==> src/rtl/seg_scan.sv <==
// Four-digit 7-segment display back-end with a sequential binary-to-BCD converter.
// Latency: decimal load to done is WIDTH+1 edges; a hex load commits one edge after it is accepted.
// Backpressure: a load while busy is dropped without queueing; busy is the only handshake.
//
// Ports:
//   clk, rst_n  clock and asynchronous active-low reset
//   val, load   binary value and 1-cycle convert request (sampled only while idle)
//   blank       forces all anodes and segments off; conversion is unaffected
//   dp          active-high decimal point per digit, dp[0] = rightmost digit
//   busy, done  conversion in flight / 1-cycle commit pulse
//   ovf         last committed decimal value exceeded 9999 and was shown as 9999
//   seg         {an[3:0], dp, g..a}, all active-low, registered
// Optional feature macro: HEX_MODE_EN adds a 'hex' input that shows val[15:0] as raw nibbles.
module seg_scan #(
  parameter int WIDTH    = 26,
  parameter int SCAN_DIV = 16
) (
  input  logic             clk,
  input  logic             rst_n,
  input  logic [WIDTH-1:0] val,
  input  logic             load,
`ifdef HEX_MODE_EN
  input  logic             hex,
`endif
  input  logic             blank,
  input  logic [3:0]       dp,
  output logic             busy,
  output logic             done,
  output logic             ovf,
  output logic [11:0]      seg
);

  localparam int CW = (WIDTH > 1) ? $clog2(WIDTH) : 1;
  localparam logic [CW-1:0] LAST = CW'(WIDTH - 1);

  typedef enum logic [1:0] {IDLE, SHIFT, COMMIT} state_t;

  state_t             state;
  logic [WIDTH-1:0]   shreg;
  logic [31:0]        bcd;
  logic [31:0]        bcd_adj;
  logic [CW-1:0]      cnt;
  logic [15:0]        dig;      // committed digits, dig[4k +: 4] is digit k
`ifdef HEX_MODE_EN
  logic               hex_cap;  // mode of the conversion in flight
  logic               disp_hex; // mode of the committed digits
`endif

  // Double-dabble correction: every nibble >= 5 gets +3 before the shift so
  // that it carries into the next decimal place after doubling.
  always_comb begin
    bcd_adj = bcd;
    for (int i = 0; i < 8; i++) begin
      if (bcd[4*i +: 4] >= 4'd5) begin
        bcd_adj[4*i +: 4] = bcd[4*i +: 4] + 4'd3;
      end
    end
  end

  always_ff @(posedge clk or negedge rst_n) begin
    if (!rst_n) begin
      state    <= IDLE;
      shreg    <= '0;
      bcd      <= '0;
      cnt      <= '0;
      busy     <= 1'b0;
      done     <= 1'b0;
      ovf      <= 1'b0;
      dig      <= '0;
`ifdef HEX_MODE_EN
      hex_cap  <= 1'b0;
      disp_hex <= 1'b0;
`endif
    end else begin
      done <= 1'b0;
      case (state)
        IDLE: begin
          if (load) begin
            shreg <= val;
            bcd   <= '0;
            cnt   <= '0;
            busy  <= 1'b1;
`ifdef HEX_MODE_EN
            hex_cap <= hex;
            state   <= hex ? COMMIT : SHIFT;
`else
            state <= SHIFT;
`endif
          end
        end
        SHIFT: begin
          bcd   <= {bcd_adj[30:0], shreg[WIDTH-1]};
          shreg <= {shreg[WIDTH-2:0], 1'b0};
          cnt   <= cnt + 1'b1;
          if (cnt == LAST) begin
            state <= COMMIT;
          end
        end
        COMMIT: begin
`ifdef HEX_MODE_EN
          disp_hex <= hex_cap;
          if (hex_cap) begin
            // shreg was never shifted on the hex path, so it still holds val
            dig <= shreg[15:0];
            ovf <= 1'b0;
          end else
`endif
          if (bcd[31:16] != 16'd0) begin
            dig <= 16'h9999;
            ovf <= 1'b1;
          end else begin
            dig <= bcd[15:0];
            ovf <= 1'b0;
          end
          done  <= 1'b1;
          busy  <= 1'b0;
          state <= IDLE;
        end
        default: begin
          state <= IDLE;
          busy  <= 1'b0;
        end
      endcase
    end
  end

  // Active-low g..a patterns; anything outside the supported set is dark.
  function automatic logic [6:0] glyph(input logic [3:0] d);
    case (d)
      4'h0:    glyph = 7'h40;
      4'h1:    glyph = 7'h79;
      4'h2:    glyph = 7'h24;
      4'h3:    glyph = 7'h30;
      4'h4:    glyph = 7'h19;
      4'h5:    glyph = 7'h12;
      4'h6:    glyph = 7'h02;
      4'h7:    glyph = 7'h78;
      4'h8:    glyph = 7'h00;
      4'h9:    glyph = 7'h10;
`ifdef HEX_MODE_EN
      4'hA:    glyph = 7'h08;
      4'hB:    glyph = 7'h03;
      4'hC:    glyph = 7'h46;
      4'hD:    glyph = 7'h21;
      4'hE:    glyph = 7'h06;
      4'hF:    glyph = 7'h0E;
`endif
      default: glyph = 7'h7F;
    endcase
  endfunction

  // Leading-zero suppression: a digit goes dark when it and every digit to
  // its left are zero. Digit 0 always shows. Hex displays never suppress.
  logic       z3, z2, z1;
  logic [3:0] lz;
  assign z3 = (dig[15:12] == 4'd0);
  assign z2 = z3 && (dig[11:8] == 4'd0);
  assign z1 = z2 && (dig[7:4] == 4'd0);
`ifdef HEX_MODE_EN
  assign lz = disp_hex ? 4'b0000 : {z3, z2, z1, 1'b0};
`else
  assign lz = {z3, z2, z1, 1'b0};
`endif

  logic [SCAN_DIV-1:0] presc;
  logic [1:0]          idx;
  logic [3:0]          cur_dig;
  logic [6:0]          cur_glyph;

  assign cur_dig   = dig[{idx, 2'b00} +: 4];
  assign cur_glyph = lz[idx] ? 7'h7F : glyph(cur_dig);

  always_ff @(posedge clk or negedge rst_n) begin
    if (!rst_n) begin
      presc <= '0;
      idx   <= 2'd0;
      seg   <= 12'hFFF;
    end else begin
      presc <= presc + 1'b1;
      if (&presc) begin
        idx <= idx + 2'd1;
      end
      if (blank) begin
        seg <= 12'hFFF;
      end else begin
        seg <= {~(4'b0001 << idx), ~dp[idx], cur_glyph};
      end
    end
  end

endmodule

==> config.mk <==
export PLATFORM = sky130hd
export DESIGN_NAME = seg_scan
export DESIGN_NICKNAME = d
export VERILOG_FILES = /design/src/rtl/seg_scan.sv
export SDC_FILE = /design/constraint.sdc
export NUM_CORES = 1
export LEC_CHECK = 0
export BUFFER_PORTS_ARGS = -buffer_cell sky130_fd_sc_hd__buf_2
export CAP_MARGIN = 20
export CORE_ASPECT_RATIO = 0.75
export CORE_UTILIZATION = 45
export CTS_CLUSTER_SIZE = 24
export DETAILED_ROUTE_END_ITERATION = 8
export PLACE_DENSITY = 0.74
export SETUP_SLACK_MARGIN = 0.05
export SLEW_MARGIN = 0
export SYNTH_ARGS = -nofsm -noshare
export SYNTH_HDL_FRONTEND = slang
export SYNTH_SLANG_ARGS = --single-unit
==> constraint.sdc <==
create_clock -name clk -period 2.2 [get_ports clk]
set_input_delay 0.11 -clock clk [delete_from_list [all_inputs] [get_ports clk]]
set_output_delay 0.11 -clock clk [all_outputs]
set_load 0.005 [all_outputs]
* After elaboration in Yosys (flattened, before gate mapping) *
Memory sizes are Yosys's and may differ from the RTL's.
Index checks and enable logic that the tools add are counted.

storage, ports and cells
  output and inout port bits = 15
  register bits after elaboration = 114
  input port bits = 34
  memories = 1
  bits in read-only memories = 112

operators by class
  reduce and logical (&&, ||, !) cells = 12
  multiplexer cells = 28
  add/sub/neg operators = 11
  $lt $le $gt $ge = 9
  equal/unequal tests = 5
  bitwise gates (word level) = 3
  shift operators = 2

memories
  memory           words  bits a word  read ports  clocked after memory_dff  write ports  line  source
  (no name shown)  16     7            1           0                         0            129   case (d)

operators with widths
  operator                                                           number
  case mux 32 bit (2 select lines)                                   1
  case mux 26 bit (2 select lines)                                   1
  greater-or-equal comparator 4 x 3 -> 1 bit, second input constant  8
  two-way mux 32 bit                                                 1
  adder 4 x 2 -> 4 bit, second input constant                        7
  two-way mux 4 bit                                                  7
  two-way mux 26 bit                                                 1
  adder 16 x 1 -> 16 bit, second input constant                      1
  two-way mux 16 bit                                                 1
  AND reduction 16 bit                                               1
  nonzero test 16 bit                                                1
  indexed part select 16 x 5 -> 4 bit                                1
  logical NOT 4 bit                                                  3
  two-way mux 12 bit                                                 1
  case mux 5 bit (2 select lines)                                    1
  two-way mux 7 bit                                                  1
  AND reduction 2 bit                                                3
  adder 5 x 1 -> 5 bit, second input constant                        1
  equality test 5 bit, second input constant                         1
  two-way mux 1 bit                                                  5
  two-way mux 5 bit                                                  1
  binary-select mux 1 bit (select 2 bit)                             2
  two-way mux 2 bit                                                  2
  inequality test 2 bit, second input constant                       2
  14 further kinds                                                   16

* Longest topological paths before layout *
  word-level depth = 7
  depth in mapped cells = 7
  mapped depth without buffers = 6

* Worst setup path before layout *
Ideal clock, no wire load.

  kind = register to register
  start point = reg idx[0]
  end point = reg seg[3]
  buffers on the path = 1
  arrival time = 1715 ps
  library setup time = 79 ps
  cell stages (with the launch flop) = 7
  clock period less this slack = 1793 ps
  setup slack = 407 ps
  cells stage by stage = dfrtp_1 -> buf_6 -> mux4_1 -> inv_1 -> ha_1 -> nor3b_1 -> o21ai_0

between the ends
  word-level cells in the longest chain between the ends = 4
  elaborated cells between the ends (all ways) = 6

RTL lines
  item                                                                                                  line      source
  start, declared                                                                                       166       logic [1:0] idx;
  start signal, assigned                                                                                181       idx <= idx + 2'd1;
  indexed part select 16 x 5 -> 4 bit / binary-select mux 1 bit (select 2 bit) (equally long branches)  170, 171
  memory read (16 x 7 bit) / two-way mux 1 bit (equally long branches)                                  --
  two-way mux 7 bit *                                                                                   171       assign cur_glyph = lz[idx] ? 7'h7F : glyph(cur_dig);
  two-way mux 12 bit *                                                                                  183       if (blank) begin
  end signal, assigned                                                                                  186       seg <= {~(4'b0001 << idx), ~dp[idx], cur_glyph};
  end, declared                                                                                         30        output logic [11:0] seg

Mark *: on every way between the ends. The rest lies on a longest branch, timed or not. The select of a mux whose other input is x is not followed.
A chain may end at the register's enable or synchronous reset.

* Worst setup path in the final report *
Ends and elaborated chain as after synthesis.

==> flow_summary.toml <==
[run_status]
outcome = "finished, final reports clean"

[pwr]
p_sw_mw = 2.65
p_per_area_nw_per_um2 = 1190
swShare_pct = 32.9
power.static_leakage_nw = 3.11
vdd_drop_max_mv = 0.674
combPwrFrac_pct = 28.5
register_share_of_total_power_pct = 38.7
pwr-share-clk_pct = 32.8
p_int_mw = 5.41

[run]
drv.max_cap_violation_count = 0

[synth]
synth.top_cells.by_count = "102 x dfrtp_1, 75 x nand2_1, 48 x o21ai_0"
synthesized_netlist_net_count = 618
post_synth_top_area_share_pct = 44.5
netlist_top_cells_area = "dfrtp_1 45%, ha_1 7.0%, dfstp_2 5.5%, nand2_1 4.9%, o21ai_0 4.2%"
yosysUniqueCellTypes = 50
yosysTopAreaCell = "dfrtp_1"
syn_avg_cell_area_um2 = 10.4
synth_async_sr_flop_share_pct = 100
yosysMostFrequentCell = "dfrtp_1"
ys_warn_count = 0
synth-edff-count = 0
count_of_mapped_cells_out_of_synthesis = 552
ys_ff_latch = 114
synth_sequential_area_ratio_pct = 50.0
ys.flop_type = "dfrtp_1"
syn_area_um2 = 5730

[drt]
vias_per_cell = 5.35
drc = 0
first_pass_iters = 5
route.vias.total = 4196
initial_drt_markers = 235
detail_route.wirelength_mm = 11.7
routed_wire_length_per_instance_um = 14.9
ant_nets = 0

[final_layout]
area.growth.synth_to_final_pct = 17.7
final_cell_area_um2 = 6750
final.fill_count = 1064
antenna_cell_count = 0
nNetsFinal = 671
final_layout_size_suffix_gt1_share_pct = 19.6
multiInputGateArea_um2 = 2630
final-seq-area_um2 = 2870

[critical_path]
timing_worst_setup_path_type = "reg -> reg"
crit_required_ns = 2.54
cpMaxStageDelayCell = "mux4_1"
buffers_and_inverters_on_the_worst_path = 1
crit_path_start = "idx[0]"
worst-endpoint-arrival_ns = 2.22
critical_path.max_fanout = 4
worst_r2r_startpoint = "idx[0]"
startpoint_type = "flip-flop"
path_cells = "mux4_1 -> inv_1 -> ha_1 -> nor3b_1 -> o21ai_0"
crit_path_max_incr_delay_ns = 0.68
type_of_destination_of_the_critical_path = "flip-flop"
timing.critical_path.max_delay_family = "multiplexers"

[sta]
timing.final.crit_share_pct = 85.7
layout_min_cycle_time_ns = 1.89
hold_viol = 0
max_freq_mhz = 530
grt_setup_unrepaired = "no"
totalNegativeSetupSlack_ns = 0
slew_headroom_pct = 45.7
final_max_slew_viol_count = 0
finish_stage_setup_viols = 0
clock_skew_ns = 0.00817
worst_pin_slew_ns = 0.811

[place]
finalWeightedCongestion = 0.816
dp.final_hpwl_mm = 7.70
placed_cell_area_um2 = 6150
numPortBuffers = 48

[die]
die_w_um = 132
die_height_um = 99.8
core_area_um2 = 12300
std_cell_rows = 35
fp.dieArea_um2 = 13200
io_pins = 49
initial_utilization_pct = 46.4

[global_route]
maximum_number_of_pins_on_one_net_before_global_route_repair = 60
globalRouteOverflowTotal = 0
met2_usage_pct = 30.0
grt_pass1_vias = 4175
grt_pass1_wl_mm = 20.0
global_route.peak_usage_layer = "met2"
global_route_usage_sum_pct = 19.2
global_route.usage.met3_pct = 5.40
initial_antenna_violation_count = 0
global_route.usage.met1_pct = 24.6

[clocking]
tritoncts.num_buffers = 17
cts-root-to-sink-buffers = 2
clock_insertion_delay_worst_skew_ns = 0.41
ctsHtreeMaxLevel = 4
cts_num_sinks = 114
clkTransAtPathRegs_ns = 0.05
tritoncts = "built"
cts-root-buf = "clkbuf_16"

[hold_path]
worstHoldPathType = "in -> reg"
hold_path_startpoint = "dp[3]"
kinds of logic (layout without fill, tap and decap cells):
| logic type | Yosys count | count (layout) | synth area share [%] |
|---|---|---|---|
| AOI/OAI and AO/OA | 139 | 139 | 14.6 |
| muxes | 14 | 14 | 3.82 |
| buffers and inverters | 56 | 122 | 4.15 |
| xor gates and xnor gates | 30 | 30 | 4.58 |
| and+or+nand+nor | 167 | 167 | 15.9 |
| adders and majority gates | 32 | 32 | 6.98 |
| DFF | 114 | 114 | 50.0 |
power groups by stage:
stage	clock [mW]	combinational, mW	sequential [mW]
after detailed placement	0	2.29	3.14
after global routing	2.79	2.62	3.19
after floorplan	0	1.80	3.02
after CTS	2.69	2.31	3.12
after global placement	0	2.15	3.11
final	2.64	2.29	3.12
sequential cells by signal (all words and copies together), names as in the netlist:
signal and flops:
ovf 1, state 2, done 1, busy 1, shreg 26, cnt 5, dig 16, seg 12
presc 16, bcd 32, idx 2
per-stage QoR:
step,setup WS [ns],instances,hold WS [ns],util [%],power [mW]
5_1_grt,0.192,784,0.0386,54.7,8.60
6_report,0.315,784,0.0368,54.7,8.05
3_5_place_dp,0.352,749,0.125,49.8,5.43
2_1_floorplan,0.407,552,-0.186,-,4.82
4_1_cts,0.324,784,0.0220,54.7,8.12
3_3_place_gp,0.407,749,0.119,49.8,5.26
placed cells by master (no fill, tap or decap), types with 17 or more instances in the layout:
| master | instances |
|---|---|
| xnor2_1 | 18 |
| and3b_1 | 25 |
| ha_1 | 32 |
| nand2_1 | 75 |
| clkbuf_16 | 17 |
| inv_1 | 26 |
| a21oi_1 | 42 |
| dfrtp_1 | 102 |
| o21ai_0 | 48 |
| buf_2 | 47 |
worst register-to-register path, stage by stage, from the launching register on:
cell     delay, ns
dfrtp_1       0.45
mux4_1        0.68
inv_1         0.15
ha_1          0.25
nor3b_1       0.14
o21ai_0       0.14
area by class of cell:
cell class | instances | area share [%]
Sequential cell | 114 | 42.5
Clock buffer | 18 | 6.36
Tap cell | 166 | 3.08
Clock inverter | 14 | 2.09
Multi-Input combinational cell | 382 | 38.9
Timing Repair Buffer | 63 | 5.56
Inverter | 27 | 1.50
routing by layer:
| layer | wire, um | vias up |
|---|---|---|
| met5 | 0 | - |
| met4 | 242 | 0 |
| met3 | 464 | 19 |
| met2 | 5600 | 74 |
| met1 | 5400 | 2047 |
| li1 | - | 2056 |
final timing paths:
check / end / slack (ns) / cells past startpoint
max: seg[3] / 0.31 / 5
min: seg[7] / 0.04 / 3
max reg2reg: seg[3] / 0.31 / 5
min reg2reg: presc[0] / 0.45 / 1
max in group asynchronous: seg[6] / 1.28 / 3
min in group asynchronous: idx[1] / 0.23 / 2
timing repair:
| action | in CTS | in global routing |
|---|---|---|
| buffers inserted | 0 | 0 |
| hold endpoints to repair | 36 | 0 |
| hold buffers | 3 | 0 |
| gates resized for setup | 0 | 0 |
| setup endpoints to repair | 0 | 0 |
(Power assumes the default switching activity.)
